`config.mk`:
```
export PLATFORM = sky130hd
export DESIGN_NAME = mips_multicycle_ctrl
export DESIGN_NICKNAME = d
export VERILOG_FILES = /design/src/rtl/mips_multicycle_ctrl.sv
export SDC_FILE = /design/constraint.sdc
export NUM_CORES = 1
export LEC_CHECK = 0
export BUFFER_PORTS_ARGS = -buffer_cell sky130_fd_sc_hd__clkbuf_2
export CELL_PAD_IN_SITES_DETAIL_PLACEMENT = 1
export CELL_PAD_IN_SITES_GLOBAL_PLACEMENT = 2
export CORE_MARGIN = 5
export CORE_UTILIZATION = 29
export DETAILED_ROUTE_END_ITERATION = 8
export PLACE_DENSITY = 0.87
export SLEW_MARGIN = 20
export SYNTH_ARGS = -nofsm -noshare
export SYNTH_HDL_FRONTEND = slang
export SYNTH_SLANG_ARGS = --single-unit
```
`constraint.sdc`:
```
create_clock -name clk -period 4.9 [get_ports clk]
set_clock_uncertainty 0.2 [all_clocks]
set_input_delay 0 -clock clk [delete_from_list [all_inputs] [get_ports clk]]
set_output_delay 0 -clock clk [all_outputs]
set_load 0.02 [all_outputs]
```
`src/rtl/mips_multicycle_ctrl.sv`:
```
// Moore main-control FSM for the multicycle MIPS datapath: fetch/decode/execute/memory/write-back.
// Optional feature macro ZEXT_IMM_EN: andi/ori become legal and select the zero-filling immediate extender.
module mips_multicycle_ctrl (
    input  logic       clk,
    input  logic       reset,
    input  logic [5:0] opcode,
    input  logic       zero,
    input  logic       mem_ready,
    output logic       pc_write,
    output logic       pc_write_cond,
    output logic       ir_write,
    output logic       mem_read,
    output logic       mem_write,
    output logic       iord,
    output logic       reg_write,
    output logic       reg_dst,
    output logic       mem_to_reg,
    output logic       alu_src_a,
    output logic [1:0] alu_src_b,
    output logic [1:0] alu_op,
    output logic [1:0] pc_source,
    output logic       ext_zero,
    output logic       illegal,
    output logic [3:0] state
);

    typedef enum logic [3:0] {
        FETCH    = 4'd0,
        DECODE   = 4'd1,
        MEM_ADDR = 4'd2,
        MEM_RD   = 4'd3,
        MEM_WB   = 4'd4,
        MEM_WR   = 4'd5,
        EXEC_R   = 4'd6,
        R_WB     = 4'd7,
        EXEC_I   = 4'd8,
        I_WB     = 4'd9,
        BRANCH   = 4'd10,
        JUMP     = 4'd11,
        HALT     = 4'd15
    } state_t;

    localparam logic [5:0] OP_RTYPE = 6'b000000;
    localparam logic [5:0] OP_ADDI  = 6'b001000;
    localparam logic [5:0] OP_SLTI  = 6'b001010;
    localparam logic [5:0] OP_ANDI  = 6'b001100;
    localparam logic [5:0] OP_ORI   = 6'b001101;
    localparam logic [5:0] OP_LW    = 6'b100011;
    localparam logic [5:0] OP_SW    = 6'b101011;
    localparam logic [5:0] OP_BEQ   = 6'b000100;
    localparam logic [5:0] OP_J     = 6'b000010;

    typedef struct packed {
        logic       in_fetch;
        logic       pc_write;
        logic       pc_write_cond;
        logic       mem_read;
        logic       mem_write;
        logic       iord;
        logic       reg_write;
        logic       reg_dst;
        logic       mem_to_reg;
        logic       alu_src_a;
        logic [1:0] alu_src_b;
        logic [1:0] alu_op;
        logic [1:0] pc_source;
    } ctrl_t;

    state_t state_q;
    state_t state_nxt;
    ctrl_t  ctrl_q;

    // Datapath gates pc_write_cond with the ALU zero flag, so it is not needed here.
    logic unused_zero;
    assign unused_zero = zero;

    function automatic state_t decode_target(input logic [5:0] op);
        state_t t;
        case (op)
            OP_LW, OP_SW:     t = MEM_ADDR;
            OP_RTYPE:         t = EXEC_R;
            OP_ADDI, OP_SLTI: t = EXEC_I;
`ifdef ZEXT_IMM_EN
            OP_ANDI, OP_ORI:  t = EXEC_I;
`endif
            OP_BEQ:           t = BRANCH;
            OP_J:             t = JUMP;
            default:          t = HALT;
        endcase
        return t;
    endfunction

    function automatic state_t next_state(input state_t s, input logic [5:0] op,
                                          input logic ready);
        state_t n;
        case (s)
            FETCH:    n = ready ? DECODE : FETCH;
            DECODE:   n = decode_target(op);
            MEM_ADDR: n = (op == OP_LW) ? MEM_RD : MEM_WR;
            MEM_RD:   n = ready ? MEM_WB : MEM_RD;
            MEM_WR:   n = ready ? FETCH : MEM_WR;
            EXEC_R:   n = R_WB;
            EXEC_I:   n = I_WB;
            MEM_WB, R_WB, I_WB, BRANCH, JUMP: n = FETCH;
            HALT:     n = HALT;
            default:  n = HALT;
        endcase
        return n;
    endfunction

    // Per-state control word; FETCH's pc_write/ir_write are added combinationally from mem_ready.
    function automatic ctrl_t ctrl_for(input state_t s);
        ctrl_t c;
        c = '0;
        case (s)
            FETCH: begin
                c.in_fetch  = 1'b1;
                c.mem_read  = 1'b1;
                c.alu_src_b = 2'b01;
            end
            DECODE:   c.alu_src_b = 2'b11;
            MEM_ADDR: begin
                c.alu_src_a = 1'b1;
                c.alu_src_b = 2'b10;
            end
            MEM_RD: begin
                c.mem_read = 1'b1;
                c.iord     = 1'b1;
            end
            MEM_WB: begin
                c.reg_write  = 1'b1;
                c.mem_to_reg = 1'b1;
            end
            MEM_WR: begin
                c.mem_write = 1'b1;
                c.iord      = 1'b1;
            end
            EXEC_R: begin
                c.alu_src_a = 1'b1;
                c.alu_op    = 2'b10;
            end
            R_WB: begin
                c.reg_write = 1'b1;
                c.reg_dst   = 1'b1;
            end
            EXEC_I: begin
                c.alu_src_a = 1'b1;
                c.alu_src_b = 2'b10;
                c.alu_op    = 2'b11;
            end
            I_WB:     c.reg_write = 1'b1;
            BRANCH: begin
                c.alu_src_a     = 1'b1;
                c.alu_op        = 2'b01;
                c.pc_write_cond = 1'b1;
                c.pc_source     = 2'b01;
            end
            JUMP: begin
                c.pc_write  = 1'b1;
                c.pc_source = 2'b10;
            end
            default: c = '0;
        endcase
        return c;
    endfunction

    always_comb begin
        state_nxt = next_state(state_q, opcode, mem_ready);
    end

`ifdef ZEXT_IMM_EN
    logic ext_zero_q;

    // Control word is registered from the next state so outputs come straight off flops.
    always_ff @(posedge clk) begin
        if (reset) begin
            state_q    <= FETCH;
            ctrl_q     <= ctrl_for(FETCH);
            illegal    <= 1'b0;
            ext_zero_q <= 1'b0;
        end else begin
            state_q <= state_nxt;
            ctrl_q  <= ctrl_for(state_nxt);
            if (state_nxt == HALT)
                illegal <= 1'b1;
            if (state_q == DECODE)
                ext_zero_q <= (opcode == OP_ANDI) || (opcode == OP_ORI);
        end
    end

    assign ext_zero = ext_zero_q;
`else
    // Control word is registered from the next state so outputs come straight off flops.
    always_ff @(posedge clk) begin
        if (reset) begin
            state_q <= FETCH;
            ctrl_q  <= ctrl_for(FETCH);
            illegal <= 1'b0;
        end else begin
            state_q <= state_nxt;
            ctrl_q  <= ctrl_for(state_nxt);
            if (state_nxt == HALT)
                illegal <= 1'b1;
        end
    end

    assign ext_zero = 1'b0;
`endif

    assign pc_write      = ctrl_q.pc_write | (ctrl_q.in_fetch & mem_ready);
    assign ir_write      = ctrl_q.in_fetch & mem_ready;
    assign pc_write_cond = ctrl_q.pc_write_cond;
    assign mem_read      = ctrl_q.mem_read;
    assign mem_write     = ctrl_q.mem_write;
    assign iord          = ctrl_q.iord;
    assign reg_write     = ctrl_q.reg_write;
    assign reg_dst       = ctrl_q.reg_dst;
    assign mem_to_reg    = ctrl_q.mem_to_reg;
    assign alu_src_a     = ctrl_q.alu_src_a;
    assign alu_src_b     = ctrl_q.alu_src_b;
    assign alu_op        = ctrl_q.alu_op;
    assign pc_source     = ctrl_q.pc_source;
    assign state         = state_q;

endmodule

```
==> Word-level counts from Yosys, hierarchy flattened <==
Index checks and enable logic that the tools add are counted.
{ "word_totals": {"output_inout_bits": 22, "input_bits": 10, "ff_bits": 21, "elab_cells": 76} }
{ "op_classes": {"bitwise_logic": 2, "mux": 19, "reduce_logical": 11, "n_eq_ne": 29} }
{ "op_table": {"columns": ["cell", "n"], "rows": [
  ["4-bit equality test, second input constant", 9],
  ["4-bit by 3-bit equality test with 1-bit output, second input constant", 8],
  ["4-bit case mux with 8 select lines", 1],
  ["4-bit case mux with 5 select lines", 1],
  ["4-bit by 2-bit equality test with 1-bit output, second input constant", 4],
  ["6-bit by 4-bit equality test with 1-bit output, second input constant", 2],
  ["6-bit equality test, second input constant", 2],
  ["2-bit case mux with 3 select lines", 2],
  ["1-bit two-way mux", 11],
  ["2-bit OR reduction", 5],
  ["3-bit two-way mux", 3],
  ["4-bit by 1-bit equality test with 1-bit output, second input constant", 2],
  ["4-bit zero test", 2],
  ["6-bit by 2-bit equality test with 1-bit output, second input constant", 1],
  ["6-bit by 3-bit equality test with 1-bit output, second input constant", 1],
  ["6-bit zero test", 1],
  ["5-bit OR reduction", 1],
  ["2-bit case mux with 2 select lines", 1],
  ["4-bit OR reduction", 1],
  ["3-bit OR reduction", 1],
  ["1-bit AND", 1],
  ["1-bit OR", 1]
]} }

==> Depth between registers and ports, before layout <==
{ "depth": {"depth_word": 7, "ltp_mapped": 8, "depth_no_buf": 6} }

==> Worst setup path after synthesis <==
No wires, ideal clock.
{ "synth_path": {"path_type": "reg-to-reg", "startpoint": "register state_q[1], in the netlist state[1]", "endpoint": "register ctrl_q (netlist bit alu_src_b[1])", "arrival_time_ns": 2.090, "setup_ns": 0.115, "path_stages_with_launch": 9, "t_required_ns": 4.585, "n_path_buf": 2, "slack_ns": 2.496, "synth_period_minus_slack_ns": 2.404, "cell_sequence": "dfxtp_1 > buf_6 > or4b_4 > a41oi_1 > o21ai_1 > nor3b_1 > buf_2 > xnor2_1 > a2111oi_0"} }
{ "synth_between": {"elab_chain_len": 6, "elab_cells_between_ends": 20, "classes_between": "14 x eq/ne; 2 x mux; 4 x reduce/logical"} }
{ "synth_lines": {"columns": ["item", "line_no", "rtl"], "rows": [
  ["start: declaration", "69", "state_t state_q;"],
  ["start signal: assignment", "200", "state_q <= state_nxt;"],
  ["4-bit by 3-bit equality test with 1-bit output or 4-bit equality test (tied branches)", "96", "case (s)"],
  ["5-bit OR reduction", "96", null],
  ["4-bit case mux with 8 select lines (*)", "96", null],
  ["4-bit equality test or 4-bit by 2-bit equality test with 1-bit output (tied branches)", "115", "case (s)"],
  ["2-bit OR reduction (no source line)", null, null],
  ["2-bit case mux with 3 select lines (*)", "115", null],
  ["end signal: assignment", "197", "ctrl_q <= ctrl_for(FETCH);"],
  ["end signal: assignment", "201", "ctrl_q <= ctrl_for(state_nxt);"],
  ["end: declaration", "71", "ctrl_t ctrl_q;"]
]} }
Mark *: on every way between the ends. The rest lies on a longest branch, timed or not.
A chain may end at the register's enable or synchronous reset.

==> Final worst setup path <==
{ "layout_path": {"startpoint": "register state_q[1], in the netlist state[1]", "endpoint": "register ctrl_q[14] in the netlist's numbering"} }
{ "layout_between": {"elab_chain_len": 5, "elab_cells_between_ends": 16, "classes_between": "12 x eq/ne; 2 x mux; 2 x reduce/logical"} }
{ "layout_lines": {"columns": ["item", "line_no"], "rows": [
  ["4-bit by 3-bit equality test with 1-bit output or 4-bit equality test (tied branches)", "96"],
  ["5-bit OR reduction", "96"],
  ["4-bit case mux with 8 select lines (*)", "96"],
  ["4-bit equality test (*)", "115"],
  ["1-bit two-way mux (*)", "115"]
]} }
Marked as above.

==> impl_metrics.toml <==
[run_status]
status = "completed"

[drt]
viasPerCell = 4.93
dr_total_vias = 907
drc = 0
postRouteAntennaNets = 0
first_pass_iters = 3
wl_per_cell_um = 13.4
drt_wl_total_um = 2470
drt_iter0_drc = 31

[yosys]
synth_compound_area_share_pct = 18.2
synth_seq_cells = 20
seq_area_frac_synth_pct = 40.1
yosys.area_share.simple_pct = 27.8
synth-edff-count = 0
yosys.area.top_type = "dfxtp_1"
yosys_warnings = 0
netlist_top_cells_area = "dfxtp_1 40%, nor2_1 6.0%, buf_4 5.3%"
synthesis.nets = 126
async_reset_ff_share_pct = 0
synthXorXnorAreaFrac_pct = 2.63
yosysUniqueCellTypes = 47
synth_area_um2 = 998
synthAdderAreaFrac_pct = 0
avgSynthCellArea_um2 = 8.61
synth_top_family_by_area = "simple AND/OR/NAND/NOR gates"
synth.mux.area_fraction_pct = 1.00
synth_ff_type = "dfxtp_1"
syn_inst = 116
synth.top_cell.area_share_pct = 40.1

[clock_network]
cts_buffers = 3
cts_tree = "done"
path_clk_slew_ns = 0.10
clkSinkCount = 20
cts_max_path_buffers = 2
cts.hold.buffers_added = 1
cts_resized = 0
cts_max_level = 1
cts_root_buf = "clkbuf_4"
cts_setup_buffers = 0
clock_latency_ns = 0.30

[placement]
dp_hpwl_um = 1920
dp.cells = 179
gp_congestion = 0.708
place_worst_setup_slack_ns = 2.34
io_buffers = 29

[cells_and_area]
final_util_pct = 35.0
multi_input_area_um2 = 499
drive_above_1_share_pct = 30.4
largest_reg_flops = 4
fillers = 417
diodes = 0
final_cells = 184
mostFrequentLayoutCells = "29 x clkbuf_2, 20 x dfxtp_1, 16 x nor2_1, 5 x nand2_1"
area.growth.synth_to_final_pct = 16.9
nets = 149
seq_area_um2 = 400
final_common_cell = "clkbuf_2"

[setup_path]
regToRegEndpoint = "ctrl_q[14]"
critPathCaptureType = "flop"
cp.arrival_ns = 2.64
worst_path_max_delay_cell = "or4b_4"
start_kind = "flop"
crit_buf_inv = 1
startpoint = "state[1]"
r2r_start = "state[1]"
cp.depth = 7
cp.required_ns = 4.94
reg2reg_depth = 7
crit_fanout = 11
path_delay_family = "simple AND/OR/NAND/NOR gates"
r2r_setup_slack_ns = 2.30
criticalPathCategory = "flop to flop"
max_stage_delay_ns = 0.61
path_cells = "or4b_4 > a41oi_1 > o21ai_1 > nor3b_1 > buf_4 > or4_4 > nor2_1"

[timing]
post-route-period-util_pct = 53.1
fmax_ghz = 0.384
worst_slack_ns = 2.30
finalSetupViolCount = 0
min_period_ns = 2.60
drv_slew = 0
hold_viol_final = 0
tns_ns = 0
rsz0062_at_grt = "no"
hold_ws_ns = 0.0711

[power_and_ir_drop]
p_clk_share_pct = 11.1
p_seq_share_pct = 31.9
share_comb_of_total_power_pct = 57.0
p_int_w = 0.000438
p_switching_w = 0.000397
vdd_drop_max_v = 0.000170
p_leak_nw = 0.516
p_sw_share_pct = 47.5
power_density_mw_per_mm2 = 715

[min_path]
whs_path_depth = 3
min_from = "opcode[4]"
holdPathEnd = "alu_src_b[0]"
hp-class = "input pin to flop"

[global_routing]
grt_pass1_vias = 905
grt_usage_pct = 11.4
grt.overflow.total = 0
grt_pass1_wl_um = 4040
antenna_found_initial = 0
grt_max_degree = 17

[floorplan]
fp.dieH_um = 68.7
ios = 32
fp.dieW_um = 68.7
initial_core_util_pct = 29.9
die_area_mm2 = 0.00472
core_mm2 = 0.00334
rows = 21

[job]
max-cap-violations = 0
## worst register-to-register path, delay by kind of cell, from the launching register on
kind | cells | cell delay, ns
and+or+nand+nor | 4 | 1.40
AOI/OAI and AO/OA | 2 | 0.32
DFF | 1 | 0.44
buffers and inverters | 1 | 0.19
## how the worst max path moves through the flow
| stage | slack [ns] | to |
|---|---|---|
| 2_1_floorplan | 2.50 | alu_src_b[1] |
| 3_3_place_gp | 2.38 | alu_src_b[1] |
| 3_5_place_dp | 2.34 | pc_source[0] |
| 4_1_cts | 2.30 | ctrl_q[14] |
| 5_1_grt | 2.17 | ctrl_q[14] |
| 6_report | 2.30 | ctrl_q[14] |
## cell families (layout without fill, tap and decap cells)
kind of cell	count (synthesis)	in the layout
mux	1	1
simple gates	50	50
xor+xnor	3	3
flops	20	20
compound gates	25	25
buf+inv	16	38
other cells	1	1
## power groups by stage
| stage | clock network [W] | logic, W | registers, W |
|---|---|---|---|
| 3_3_place_gp | 0 | 0.000467 | 0.000267 |
| 3_5_place_dp | 0 | 0.000480 | 0.000272 |
| 4_1_cts | 0.0000975 | 0.000484 | 0.000267 |
| 6_report | 0.0000928 | 0.000476 | 0.000266 |
| 5_1_grt | 0.000104 | 0.000525 | 0.000275 |
| 2_1_floorplan | 0 | 0.000344 | 0.000302 |
## layout make-up
type / instances / share of cell area, %
flip-flops and latches: 20 / 34.3
inverters: 3 / 0.965
multi-input cells: 80 / 42.8
clock buffers: 4 / 3.11
well taps: 46 / 4.93
repair buffers: 31 / 13.9
## synthesized netlist by cell type (2+ instances only)
| cell type | instances |
|---|---|
| a21oi_1 | 4 |
| nand2b_1 | 3 |
| nor2_1 | 16 |
| nand4_1 | 3 |
| buf_4 | 7 |
| a41oi_1 | 2 |
| buf_2 | 4 |
| o31ai_1 | 2 |
| dfxtp_1 | 20 |
| or2_2 | 2 |
| o21ai_0 | 4 |
| nand2_1 | 5 |
| nor3_1 | 3 |
| nor4_1 | 2 |
| xnor2_1 | 2 |
| nand3b_1 | 2 |
| and2_1 | 3 |
| inv_1 | 3 |
## per-layer routing
| metal | wire, um | part of all wire [%] | vias to the layer above | GRT usage (%) |
|---|---|---|---|---|
| li1 | - | - | 455 | - |
| met5 | 0 | 0 | - | 0 |
| met4 | 39 | 1.6 | 0 | 4.22 |
| met2 | 1250 | 51 | 15 | 20.1 |
| met3 | 84 | 3.4 | 5 | 2.92 |
| met1 | 1100 | 44 | 432 | 13.0 |
## stage by stage
| stage | total power, W | area, um2 |
|---|---|---|
| after CTS | 0.000849 | 1170 |
| after global placement | 0.000734 | 1120 |
| after detailed placement | 0.000752 | 1120 |
| final | 0.000835 | 1170 |
| after floorplan | 0.000646 | 998 |
| after global routing | 0.000904 | 1170 |
(Power assumes the default switching activity.)
